File: src/rtl/rca4_seq_adder_pkg.sv
// Shared constants for the nibble-serial adder: FSM state encodings and slice width.
package rca4_seq_adder_pkg;

    localparam int SLICE_W = 4;

    localparam logic [1:0] ST_IDLE = 2'd0;
    localparam logic [1:0] ST_RUN  = 2'd1;
    localparam logic [1:0] ST_DONE = 2'd2;

endpackage

File: src/rtl/rca4_seq_adder_rca4.sv
// 4-bit ripple-carry adder slice, shared by the sequencer over all nibbles.
import rca4_seq_adder_pkg::*;

module rca4 (
    input  logic [SLICE_W-1:0] a,
    input  logic [SLICE_W-1:0] b,
    input  logic               ci,
    output logic [SLICE_W-1:0] s,
    output logic               co
);

    logic [SLICE_W:0] c;

    assign c[0] = ci;

    generate
        for (genvar gi = 0; gi < SLICE_W; gi++) begin : g_fa
            assign s[gi]   = a[gi] ^ b[gi] ^ c[gi];
            assign c[gi+1] = (a[gi] & b[gi]) | (c[gi] & (a[gi] ^ b[gi]));
        end
    endgenerate

    assign co = c[SLICE_W];

endmodule

File: src/rtl/rca4_seq_adder.sv
// Multi-cycle WIDTH-bit adder: one rca4 slice stepped LSB nibble first, carry chained
// through a register, start/done handshake.
import rca4_seq_adder_pkg::*;

module rca4_seq_adder #(
    parameter int WIDTH = 16
) (
    input  logic             clk,
    input  logic             rst,
    input  logic             start,
    input  logic [WIDTH-1:0] a,
    input  logic [WIDTH-1:0] b,
    input  logic             ci,
    output logic             busy,
    output logic             done,
    output logic [WIDTH-1:0] s,
    output logic             co,
    output logic             ovf
);

    localparam int NSLICE = WIDTH / SLICE_W;
    localparam int IDX_W  = (NSLICE > 1) ? $clog2(NSLICE) : 1;

    logic [1:0]         state_reg;
    logic [1:0]         state_next;
    logic [WIDTH-1:0]   a_reg;
    logic [WIDTH-1:0]   b_reg;
    logic               carry_reg;
    logic [IDX_W-1:0]   idx_reg;
    logic [WIDTH-1:0]   s_reg;
    logic               co_reg;
    logic               ovf_reg;

    logic [SLICE_W-1:0] a_nib [NSLICE];
    logic [SLICE_W-1:0] b_nib [NSLICE];
    logic [SLICE_W-1:0] slice_a;
    logic [SLICE_W-1:0] slice_b;
    logic [SLICE_W-1:0] slice_s;
    logic               slice_co;
    logic               last_slice;
    logic               accept;

    // Split the captured operands into nibbles so the slice input is a plain mux.
    generate
        for (genvar gi = 0; gi < NSLICE; gi++) begin : g_nib
            assign a_nib[gi] = a_reg[gi*SLICE_W +: SLICE_W];
            assign b_nib[gi] = b_reg[gi*SLICE_W +: SLICE_W];
        end
    endgenerate

    assign slice_a    = a_nib[idx_reg];
    assign slice_b    = b_nib[idx_reg];
    assign last_slice = (idx_reg == IDX_W'(NSLICE - 1));
    assign accept     = start && (state_reg != ST_RUN);

    rca4 u_rca4 (
        .a  (slice_a),
        .b  (slice_b),
        .ci (carry_reg),
        .s  (slice_s),
        .co (slice_co)
    );

    always_comb begin
        state_next = state_reg;
        case (state_reg)
            ST_IDLE: if (start) state_next = ST_RUN;
            ST_RUN:  if (last_slice) state_next = ST_DONE;
            ST_DONE: state_next = start ? ST_RUN : ST_IDLE;
            default: state_next = ST_IDLE;
        endcase
    end

    always_ff @(posedge clk or posedge rst) begin
        if (rst) begin
            state_reg <= ST_IDLE;
            a_reg     <= '0;
            b_reg     <= '0;
            carry_reg <= 1'b0;
            idx_reg   <= '0;
            s_reg     <= '0;
            co_reg    <= 1'b0;
            ovf_reg   <= 1'b0;
        end else begin
            state_reg <= state_next;
            if (accept) begin
                a_reg     <= a;
                b_reg     <= b;
                carry_reg <= ci;
                idx_reg   <= '0;
            end else if (state_reg == ST_RUN) begin
                s_reg[idx_reg*SLICE_W +: SLICE_W] <= slice_s;
                carry_reg <= slice_co;
                idx_reg   <= idx_reg + IDX_W'(1);
                if (last_slice) begin
                    co_reg  <= slice_co;
                    // Signed overflow only depends on the operand sign bits and the final MSB.
                    ovf_reg <= (a_reg[WIDTH-1] == b_reg[WIDTH-1]) &&
                               (slice_s[SLICE_W-1] != a_reg[WIDTH-1]);
                end
            end
        end
    end

    assign busy = (state_reg == ST_RUN);
    assign done = (state_reg == ST_DONE);
    assign s    = s_reg;
    assign co   = co_reg;
    assign ovf  = ovf_reg;

endmodule

File: config.mk
export PLATFORM = sky130hd
export DESIGN_NAME = rca4_seq_adder
export DESIGN_NICKNAME = d
export VERILOG_FILES = /design/src/rtl/rca4_seq_adder_pkg.sv /design/src/rtl/rca4_seq_adder_rca4.sv /design/src/rtl/rca4_seq_adder.sv
export SDC_FILE = /design/constraint.sdc
export NUM_CORES = 1
export LEC_CHECK = 0
export BUFFER_PORTS_ARGS = -buffer_cell sky130_fd_sc_hd__buf_2
export CAP_MARGIN = 20
export CORE_MARGIN = 3
export CORE_UTILIZATION = 58
export DETAILED_ROUTE_END_ITERATION = 8
export GPL_ROUTABILITY_DRIVEN = 0
export GPL_TIMING_DRIVEN = 0
export PLACE_DENSITY = 0.84
export SKIP_LAST_GASP = 1
export SLEW_MARGIN = 20
export SYNTH_ARGS = -nofsm -noshare
export SYNTH_HDL_FRONTEND = slang
export SYNTH_SLANG_ARGS = --single-unit
File: constraint.sdc
create_clock -name clk -period 5.45 [get_ports clk]
set_clock_uncertainty 0.1 [all_clocks]
set_input_delay 0.8175 -clock clk [delete_from_list [all_inputs] [get_ports clk]]
set_output_delay 0.8175 -clock clk [all_outputs]
set_load 0.05 [all_outputs]
* Yosys cells after proc, flatten, opt, wreduce, memory -nomap -nowiden
Cells that the tools add are included.
** Storage, ports and cells
- Register bits :: 55
- Output and inout bits :: 20
** Operators by class
- $add $sub $neg :: 2
- Order comparisons :: 1
- Equality and inequality tests :: 8
- Shift operators :: 2
- Muxes and demuxes :: 15
- Bitwise operators :: 22
- Reduce and logical (&&, ||, !) cells :: 7
** Operators by type and width (number)
- 4-bit negation with 34-bit output :: 1
- 4-bit by 34-bit variable shift with 16-bit output (first input constant) :: 1
- 4-bit by 34-bit variable part select with 16-bit output :: 1
- 4-bit binary-select mux with 2-bit select :: 2
- 16-bit bitwise mux :: 1
- 4-bit 2-to-1 mux :: 4
- 1-bit bitwise AND :: 8
- 2-bit 2-to-1 mux :: 4
- 1-bit bitwise XOR :: 8
- 2-bit case mux with 3 select lines :: 1
- 2-bit == test (second input constant) :: 2
- 2-bit by 1-bit != test with 1-bit output (second input constant) :: 2
- 1-bit OR :: 4
- 2-bit AND reduction :: 2
- 3-bit greater-or-equal comparator (second input constant) :: 1
- 1-bit 2-to-1 mux :: 3
- 2-bit NOT with 3-bit output :: 1
- 3-bit AND reduction :: 1
- 2-bit by 1-bit adder with 2-bit output (second input constant) :: 1
- 2-bit by 1-bit == test with 1-bit output (second input constant) :: 1
- 1-bit logical AND :: 2
- 2-bit zero test :: 1
- 2-bit != test (second input constant) :: 1
- 2-bit nonzero test :: 1
- other kinds (3) :: 3

* Depth between registers and ports, before layout
- Depth in word-level cells :: 15
- Gate-level depth with buffers :: 13
- Depth with buffers taken out :: 12

* Hierarchy
Synthesis repeated with hierarchy kept, for this count alone.
** Second synthesis, totals
- Cells, all modules :: 169
- Area total of the unflattened synthesis :: 2542.4 um2
** Modules (own cells, without submodules)
- rca4_seq_adder :: times used 1, cells an instance 155, area each 2424.8 um2
- rca4 :: times used 1, cells an instance 14, area each 117.6 um2

* Least setup slack after synthesis
Ideal clock, no wire load.
- Kind :: flip-flop to flip-flop
- Start point :: reg idx_reg[0]
- End point :: reg ovf_reg (netlist: ovf)
- Data arrival time :: 2917 ps
- Required time :: 5225 ps
- Path slack :: 2309 ps
- Cell stages (with the launch flop) :: 14
- Path buffers :: 1
- Path through :: dfrtp_1 buf_4 mux4_2 inv_1 fa_1 inv_1 fa_1 inv_1 fa_1 inv_1 fa_1 nand2b_1 o22ai_1 mux2_2
** Between the ends
- Cells in the longest elaborated chain, start to end :: 14
** RTL lines
- start: declaration :: line rca4_seq_adder.sv:29 : logic [IDX_W-1:0] idx_reg;
- start signal: assignment :: line rca4_seq_adder.sv:94 : idx_reg <= idx_reg + IDX_W'(1);
- 2-bit NOT with 3-bit output (not written as such) :: line rca4_seq_adder.sv:51, rca4_seq_adder.sv:52
- 4-bit binary-select mux with 2-bit select, on equally long branches :: line rca4_seq_adder.sv:51, rca4_seq_adder.sv:52
- 4-bit 2-to-1 mux, on equally long branches (2 in a row) :: line rca4_seq_adder.sv:51, rca4_seq_adder.sv:52
- 1-bit bitwise XOR :: line rca4_seq_adder_rca4.sv:19 : assign c[gi+1] = (a[gi] & b[gi]) | (c[gi] & (a[gi] ^ b[gi]));
- 1-bit bitwise AND :: line rca4_seq_adder_rca4.sv:19
- 1-bit OR :: line rca4_seq_adder_rca4.sv:19
- 1-bit bitwise AND :: line rca4_seq_adder_rca4.sv:19
- 1-bit OR :: line rca4_seq_adder_rca4.sv:19
- 1-bit bitwise AND :: line rca4_seq_adder_rca4.sv:19
- 1-bit OR :: line rca4_seq_adder_rca4.sv:19
- 1-bit bitwise XOR :: line rca4_seq_adder_rca4.sv:18 : assign s[gi] = a[gi] ^ b[gi] ^ c[gi];
- 1-bit != test :: line rca4_seq_adder.sv:99 : (slice_s[SLICE_W-1] != a_reg[WIDTH-1]);
- 1-bit logical AND :: line rca4_seq_adder.sv:98 : ovf_reg <= (a_reg[WIDTH-1] == b_reg[WIDTH-1]) &&
- end signal: assignment :: line rca4_seq_adder.sv:98
- end: declaration :: line rca4_seq_adder.sv:32 : logic ovf_reg;
Parallel ways exist; a longest one is shown, timed or not. The select of a mux whose other input is x is not followed.
A chain may end at the register's enable or synchronous reset.

* Final worst setup path
- Start point :: reg idx_reg[1]
- End point :: reg ovf_reg (netlist: ovf)
The elaborated chain is that of the path after synthesis.

==> flow_summary.json <==
{
  "status": "finished, final reports clean",
  "start_util_pct": 62.0,
  "synth_area_um2": 2570,
  "cts_resized": 0,
  "drt_iter0_drc": 82,
  "cts_buffers": 5,
  "worstSkewPairLatency_ns": 0.32,
  "drv_cap": 0,
  "synth_top_cell_by_area": "dfrtp_1",
  "grt_pass1_vias": 1733,
  "worst_path_largest_cell_delay_ns": 0.47,
  "synth-seq-area-share_pct": 53.6,
  "postCtsHoldBufs": 0,
  "core-area_um2": 4140,
  "ctsLongestPathBuffers": 2,
  "slowest_stage": "fa_1",
  "yosys_register_bits": 55,
  "critical_path_required_ns": 5.55,
  "dpl.hpwl_um": 3690,
  "path_clk_slew_ns": 0.10,
  "row_count": 23,
  "instances_no_fill": 297,
  "hold_ws_ns": 0.383,
  "antenna_cells": 0,
  "nFillCells": 299,
  "post_cts_buffers": 0,
  "synth.avg_cell_area_um2": 13.9,
  "syn_inst": 185,
  "final_util_pct": 72.7,
  "grt_overflow": 0,
  "worstPathArrival_ns": 3.61,
  "vias": 1661,
  "cts_sinks": 55,
  "grt_antenna_before_repair": 0,
  "drtPass1Iterations": 6,
  "wirelength_um": 5070,
  "fin_crit_ns": 3.51,
  "fin_crit_sh_pct": 64.4,
  "setup_violations": 0,
  "yosysWarnings": 0,
  "worst_pin_slew_ns": 0.657,
  "synth_nets": 231,
  "synthTopCellsByArea": "dfrtp_1 (54%), mux2_2 (15%), mux4_2 (7.0%), nand2_1 (3.4%), fa_1 (3.1%)",
  "hold_viol_final": 0,
  "post-place-cells": 290,
  "fin_nets": 293,
  "fp.dieW_um": 72.5,
  "cp_cell_sequence": "clkbuf_1, mux4_2, inv_1, fa_1, inv_1, fa_1, inv_1, fa_1, inv_1, fa_1, nand2b_1, o22ai_1, mux2_2",
  "setup_tns_ns": 0,
  "max_freq_mhz": 285,
  "ant_nets": 0,
  "top_level_ports": 56,
  "synth_cell_types": 24,
  "route.detailed.drc": 0,
  "area_delta_synth_final_pct": 17.4,
  "die_area_um2": 5260,
  "rsz0062_at_grt": "no",
  "critPathKind": "flop to flop",
  "portBuffers": 55,
  "worst_setup_path_start_kind": "flop",
  "grt_usage_pct": 20.5,
  "layout-drive-gt1-share_pct": 46.6,
  "critPathTopFamily": "adder cells",
  "endpoint_kind": "flop",
  "via_per_inst": 5.59,
  "tritoncts": "built",
  "yosys.area.top_type_share_pct": 53.6,
  "grt_pass1_wl_um": 8020,
  "path_max_fanout": 9,
  "crit_start": "idx_reg[1]$_DFFE_PP0P_",
  "slew_headroom_pct": 56.2,
  "r2r_start": "idx_reg[1]$_DFFE_PP0P_",
  "clockRootBuffer": "clkbuf_8",
  "htree_levels": 2,
  "min_from": "s[9]$_DFFE_PP0P_",
  "fp.dieH_um": 72.5,
  "grt_max_degree": 56,
  "routedWlPerCell_um": 17.1,
  "drv_slew": 0,
  "hp-class": "flop to flop",
  "critPathBufInv": 5
}
==> logic make-up after synthesis <==
| family | synth area share [%] |
|---|---|
| mux | 22.3 |
| simple gates | 7.46 |
| flops | 53.6 |
| fa+ha+maj | 6.04 |
| compound gates | 6.34 |
| buf+inv | 4.24 |
==> metrics by stage <==
| stage | cell area (µm²) | setup slack (ns) |
|---|---|---|
| CTS | 3010 | 1.90 |
| detailed placement | 2910 | 1.98 |
| global placement | 2910 | 2.02 |
| floorplan | 2570 | 2.31 |
| global route | 3010 | 1.77 |
| finish | 3010 | 1.94 |
==> final cells by class <==
type	count	area [µm²]	share of cell area (%)
buffer	7	56.3	1.87
clock buffer	5	68.8	2.28
clock inverter	2	37.5	1.25
inverter	14	55.1	1.83
multi-input combinational	109	1080	35.9
sequential	55	1380	45.7
tap	50	62.6	2.08
timing repair buffer	55	275	9.13
==> routing by layer <==
metal	vias up	global-route usage, %	share of wire [%]
met1	810	24.3	41
met4	0	11.7	3.4
met3	13	5.26	6.1
li1	776	-	-
met5	-	0	0
met2	62	33.9	50
==> synth_stat cells <==
| library cell | n |
|---|---|
| nand2_1 | 23 |
| nand3b_1 | 3 |
| mux2i_1 | 1 |
| o31ai_1 | 7 |
| o21ai_2 | 2 |
| o21ai_0 | 2 |
| buf_6 | 3 |
| ha_1 | 6 |
| fa_1 | 4 |
| o22ai_1 | 2 |
| nor2b_1 | 1 |
| o41ai_1 | 6 |
| buf_4 | 2 |
| or4b_4 | 1 |
| nor4b_1 | 1 |
| dfrtp_1 | 55 |
| mux4_2 | 8 |
| clkbuf_1 | 2 |
| nand3b_4 | 1 |
| a22o_1 | 2 |
| nand2b_1 | 4 |
| mux2_2 | 34 |
| nand2b_2 | 1 |
| inv_1 | 14 |
==> worst reg2reg max path, delay by kind of cell (launching register included) <==
kind	cells	cell delay, ns
flops	1	0.41
mux	2	0.58
simple gates	1	0.10
fa+ha+maj	4	1.39
compound gates	1	0.08
buf+inv	5	0.72
==> cell usage in the layout (no fill, tap or decap), drive strengths merged <==
cell | synthesis | final
bufinv | 0 | 1
o22ai | 2 | 2
mux2 | 34 | 34
o31ai | 7 | 7
mux4 | 8 | 8
o41ai | 6 | 6
nor4b | 1 | 1
clkbuf | 2 | 7
nor2b | 1 | 1
dfrtp | 55 | 55
ha | 6 | 6
nand2 | 23 | 23
o21ai | 4 | 4
or4b | 1 | 1
clkinvlp | 0 | 1
mux2i | 1 | 1
fa | 4 | 4
nand3b | 4 | 4
nand2b | 5 | 5
inv | 14 | 14
a22o | 2 | 2
buf | 5 | 60
==> path summary, 6_finish.rpt <==
| check | cells after the start | slack [ns] | endpoint |
|---|---|---|---|
| max in group asynchronous | 2 | 4.31 | ovf$_DFFE_PP0P_ |
| worst min register to register | 2 | 0.38 | s[9]$_DFFE_PP0P_ |
| worst min-delay path | 2 | 0.38 | s[9]$_DFFE_PP0P_ |
| min in group asynchronous | 2 | 0.48 | s[7]$_DFFE_PP0P_ |
| worst max register to register | 13 | 1.94 | ovf$_DFFE_PP0P_ |
| worst max-delay path | 13 | 1.94 | ovf$_DFFE_PP0P_ |
Power is not shown: default switching activity piles up to over one toggle a cycle in this logic, so the estimate is an artifact.
